File: config.mk
export PLATFORM = sky130hd
export DESIGN_NAME = sram_wb_responder
export DESIGN_NICKNAME = d
export VERILOG_FILES = /design/src/rtl/sram_wb_responder.sv
export SDC_FILE = /design/constraint.sdc
export NUM_CORES = 1
export LEC_CHECK = 0
export ABC_AREA = 1
export BUFFER_PORTS_ARGS = -buffer_cell sky130_fd_sc_hd__buf_2
export CAP_MARGIN = 20
export CORE_AREA = 2 2 109 111
export CTS_CLUSTER_DIAMETER = 40
export DETAILED_ROUTE_END_ITERATION = 6
export DIE_AREA = 0 0 111 113
export MAX_ROUTING_LAYER = met4
export PLACE_DENSITY_LB_ADDON = 0.3
export REMOVE_ABC_BUFFERS = 1
export SLEW_MARGIN = 0
export SYNTH_ARGS = -nofsm -noshare
export SYNTH_HDL_FRONTEND = slang
export SYNTH_SLANG_ARGS = --single-unit
export TNS_END_PERCENT = 5
File: constraint.sdc
create_clock -name clk -period 3 [get_ports clk]
set_input_delay 0.6 -clock clk [delete_from_list [all_inputs] [get_ports clk]]
set_output_delay 0.6 -clock clk [all_outputs]
set_load 0.02 [all_outputs]
File: src/rtl/sram_wb_responder.sv
// Wishbone classic slave for the four packet-buffer SRAM banks: decodes the bank,
// drives the shared SRAM port from registers and returns a registered ack with read data.
module sram_wb_responder #(
  parameter logic [31:0] BASE_ADDR   = 32'h3000_0000,
  parameter int          SRAM_ADDR_W = 10
) (
  input  logic                   clk,
  input  logic                   rst_n,
  input  logic                   wbs_cyc_i,
  input  logic                   wbs_stb_i,
  input  logic                   wbs_we_i,
  input  logic [3:0]             wbs_sel_i,
  input  logic [31:0]            wbs_adr_i,
  input  logic [31:0]            wbs_dat_i,
  output logic                   wbs_ack_o,
  output logic [31:0]            wbs_dat_o,
  output logic [3:0]             sram_csb,
  output logic                   sram_web,
  output logic [3:0]             sram_wmask,
  output logic [SRAM_ADDR_W-1:0] sram_addr,
  output logic [31:0]            sram_din,
  input  logic [31:0]            sram_dout0,
  input  logic [31:0]            sram_dout1,
  input  logic [31:0]            sram_dout2,
  input  logic [31:0]            sram_dout3
);

  localparam int TAG_LSB = SRAM_ADDR_W + 2;

  typedef enum logic [1:0] {IDLE, ACCESS, RDATA, ACK} state_t;

  state_t                 state_q, state_d;
  logic [3:0]             csb_q, csb_d;
  logic                   web_q, web_d;
  logic [3:0]             wmask_q, wmask_d;
  logic [SRAM_ADDR_W-1:0] addr_q, addr_d;
  logic [31:0]            din_q, din_d;
  logic                   ack_q, ack_d;
  logic [31:0]            dat_q, dat_d;
  logic [1:0]             bank_q, bank_d;
  logic                   we_q, we_d;

  logic        req;
  logic        hit;
  logic [1:0]  adr_bank;
  logic [31:0] dout_sel;

  assign req      = wbs_cyc_i & wbs_stb_i;
  assign hit      = (wbs_adr_i[31:TAG_LSB] == BASE_ADDR[31:TAG_LSB]);
  assign adr_bank = wbs_adr_i[SRAM_ADDR_W+1:SRAM_ADDR_W];

  always_comb begin
    case (bank_q)
      2'd0:    dout_sel = sram_dout0;
      2'd1:    dout_sel = sram_dout1;
      2'd2:    dout_sel = sram_dout2;
      default: dout_sel = sram_dout3;
    endcase
  end

  always_comb begin
    state_d = state_q;
    csb_d   = csb_q;
    web_d   = web_q;
    wmask_d = wmask_q;
    addr_d  = addr_q;
    din_d   = din_q;
    ack_d   = 1'b0;
    dat_d   = dat_q;
    bank_d  = bank_q;
    we_d    = we_q;
    case (state_q)
      IDLE: begin
        if (req) begin
          if (hit) begin
            csb_d   = ~(4'b0001 << adr_bank);
            web_d   = ~wbs_we_i;
            wmask_d = wbs_we_i ? wbs_sel_i : 4'h0;
            addr_d  = wbs_adr_i[SRAM_ADDR_W-1:0];
            din_d   = wbs_dat_i;
            bank_d  = adr_bank;
            we_d    = wbs_we_i;
            state_d = ACCESS;
          end else begin
            // Out-of-window: acknowledge with zero data, writes are dropped.
            dat_d   = 32'h0;
            ack_d   = 1'b1;
            state_d = ACK;
          end
        end
      end
      ACCESS: begin
        // The SRAM samples the controls at the edge closing this cycle, even on abort.
        csb_d   = 4'hF;
        web_d   = 1'b1;
        wmask_d = 4'h0;
        if (!wbs_cyc_i) begin
          state_d = IDLE;
        end else if (we_q) begin
          ack_d   = 1'b1;
          state_d = ACK;
        end else begin
          state_d = RDATA;
        end
      end
      RDATA: begin
        if (!wbs_cyc_i) begin
          state_d = IDLE;
        end else begin
          dat_d   = dout_sel;
          ack_d   = 1'b1;
          state_d = ACK;
        end
      end
      ACK: begin
        state_d = IDLE;
      end
      default: begin
        state_d = IDLE;
      end
    endcase
  end

  always_ff @(posedge clk or negedge rst_n) begin
    if (!rst_n) begin
      state_q <= IDLE;
      csb_q   <= 4'hF;
      web_q   <= 1'b1;
      wmask_q <= 4'h0;
      addr_q  <= '0;
      din_q   <= 32'h0;
      ack_q   <= 1'b0;
      dat_q   <= 32'h0;
      bank_q  <= 2'd0;
      we_q    <= 1'b0;
    end else begin
      state_q <= state_d;
      csb_q   <= csb_d;
      web_q   <= web_d;
      wmask_q <= wmask_d;
      addr_q  <= addr_d;
      din_q   <= din_d;
      ack_q   <= ack_d;
      dat_q   <= dat_d;
      bank_q  <= bank_d;
      we_q    <= we_d;
    end
  end

  assign wbs_ack_o  = ack_q;
  assign wbs_dat_o  = dat_q;
  assign sram_csb   = csb_q;
  assign sram_web   = web_q;
  assign sram_wmask = wmask_q;
  assign sram_addr  = addr_q;
  assign sram_din   = din_q;

endmodule

==> run metrics <==
yosys warns 0; mux cell area share after synthesis 0%; drt total wl 14400 um; multi-input logic area 2050 sq um; initial antenna violation count 1; met2 WL 6820 um; fmax 546 MHz; Worst-Margin Slew 0.852 ns; met3 wire len 852 um; final setup skew 0.00808 ns; Synth Area in Compound Gates 10.6%; wire per inst 13.8 um; via/cell ratio 4.92; Post-Synth XOR/XNOR Area 0%; Pre-antenna DRT Iters 7; port bufs 284; worst hold path type in2async; Mapped Cells 628; Worst Setup End Kind register; largest family of logic cells by synthesized area simple AND/OR/NAND/NOR gates; Die Height 113 um; max-slew violations 0; post-route core utilization 57.1%; Routed Antenna Nets 0; fin nets 1091; IO Pins 285; P&R area growth vs syn 38.0%; first-pass GRT wire length 24500 um; TritonCTS clock tree built; grt ovf 0; share of cells above drive strength 1 36.0%; Starting Density 41.4%; Period minus WS final 1.83 ns; simple logic cell fraction of the synthesized area 33.4%; RSZ-0062 raised after global routing false; pwr dens 705 nW/um^2; postcts setup bufs 0; max_cap viols 0; largest net degree at the start of global routing 49; CTS resizes 0; Total GRT Usage 24.7%; normalized max-slew margin 43.0%; sequential area share after synthesis 47.9%; Final Cycle Share 61.0%; crit path kind reg2reg; worst-case vdd ir drop 475 uV; clk_lat worst skew 0.34 ns; library cells used by synthesis 21; Final Hold Fails 0; core area 11300 sq um; Setup TNS 0 ns; reg2reg setup slack 1.17 ns; clock sinks 89; die area 12500 sq um; CTS Buffer Depth 2; CTS clk-pin slew, worst paths 0.07 ns; H-tree depth 3; row cnt 39; syn_area_per_cell 7.43 sq um; Initial DRC Count 379; Clk Tree Root Cell clkbuf_16; critical path startpoint category register; vias in the first global route 5074; chip width 111 um; critical path arrival 2.10 ns; crit-path max FO 22; Leak 0.00386 uW; CTS Buf Count 9; filler instances 1123; Hold Buf Count CTS 0; status complete, no violations; Synth Register Bits 89; required time worst endpoint 3.27 ns; top sig layer met4; Register Area 2230 sq um; Netlist Area Pre-Place 4670 sq um; met1 wire length 6210 um; vias 5116; gp weighted congestion 0.850; DRC 0; Synth Area in Adders 0%; hpwl dp 10400 um; # setup viols final 0
worst max-delay path, stage by stage (launching register included):
cell	delay, ns
dfrtp_1	0.42
nand2_1	0.12
inv_1	0.58
buf_4	0.31
o211ai_1	0.12
inv_1	0.07
nand3_1	0.07
nand2_1	0.09
cells in the mapped netlist:
cell type	n	area share (%)
buf_1	4	0.32
buf_6	3	0.72
clkbuf_1	13	1.0
nor2_2	3	0.40
inv_1	21	1.7
nand2_1	238	19
o21ai_0	35	3.8
dfrtp_1	84	45
and3_1	1	0.13
buf_4	5	0.80
nand3_1	107	11
nor3_1	5	0.54
dfstp_2	5	2.8
o21bai_1	1	0.16
o211ai_1	32	5.1
clkinv_1	20	1.6
nor2_1	14	1.1
a21oi_1	1	0.11
o21ai_1	13	1.4
nand2_2	4	0.54
buf_2	19	2.0
final cells by class:
cell class | instances | share of cell area, %
clock inverters | 6 | 1.13
inverters | 41 | 2.39
flip-flops and latches | 89 | 34.7
multi-input cells | 454 | 31.8
well taps | 143 | 2.78
repair buffers | 295 | 23.6
clock buffers | 10 | 3.56
diodes | 1 | 0.0389
stage by stage:
| step | setup WS (ns) | hold WS, ns | std cells | power (uW) | area [sq um] |
|---|---|---|---|---|---|
| 2_1_floorplan | 0.336 | 0.304 | 584 | 2690 | 4440 |
| 3_3_place_gp | 0.867 | 0.448 | 1022 | 3410 | 6130 |
| 3_5_place_dp | 0.858 | 0.453 | 1022 | 3420 | 6130 |
| 4_1_cts | 1.15 | 0.284 | 1038 | 4590 | 6440 |
| 5_1_grt | 1.00 | 0.301 | 1039 | 4870 | 6440 |
| 6_report | 1.17 | 0.264 | 1039 | 4540 | 6440 |
power by group:
group,total (uW),switching (uW),internal (uW)
logic,1760,1210,552
registers,1630,139,1490
clock network,1150,492,657
cells in the final DEF, fill, tap and decap left out, types with 3 or more instances in the layout:
master and instances:
o211ai_1 32, inv_6 3, dfrtp_1 84, nand2_1 238, nor2_1 14, o21ai_1 13, nand3_1 107, nor3_1 5
nand2_2 4, buf_4 11, nor2_2 3, inv_1 21, buf_2 283, o21ai_0 35, dfstp_2 5, clkinv_1 20
clkbuf_16 9
metal layers:
layer,global-route usage (%),up-vias
met5,-,-
li1,-,2570
met4,9.50,0
met1,31.2,2331
met3,5.57,39
met2,39.1,176
registers in the layout (all words and copies together), names as in the netlist:
name and cells:
sram_din 32, wbs_dat_o 32, sram_addr 10, sram_csb 4, sram_wmask 4, bank_q 2, state_q 2, sram_web 1
wbs_ack_o 1, we_q 1
cells by family (layout without fill, tap and decap cells):
logic type             after synthesis  in the layout
AO/OA/AOI/OAI                       82             82
buffers and inverters               85            352
flip-flops                          89             89
other                                0              1
AND/OR/NAND/NOR                    372            372
path summary, 6_finish.rpt:
| path | startpoint | to | cells past startpoint |
|---|---|---|---|
| max in group asynchronous | rst_n | sram_din[13]$_DFFE_PN0P_ | 2 |
| min in group clk | wbs_dat_o[9]$_DFFE_PN0P_ | wbs_dat_o[9]$_DFFE_PN0P_ | 2 |
| worst min-delay path | rst_n | wbs_dat_o[3]$_DFFE_PN0P_ | 1 |
| worst min register to register | wbs_dat_o[9]$_DFFE_PN0P_ | wbs_dat_o[9]$_DFFE_PN0P_ | 2 |
| worst max-delay path | state_q[1]$_DFFE_PN0N_ | wbs_dat_o[29]$_DFFE_PN0P_ | 7 |
| worst max register to register | state_q[1]$_DFFE_PN0N_ | wbs_dat_o[29]$_DFFE_PN0P_ | 7 |
No activity file was read; power rests on OpenSTA's default activity.
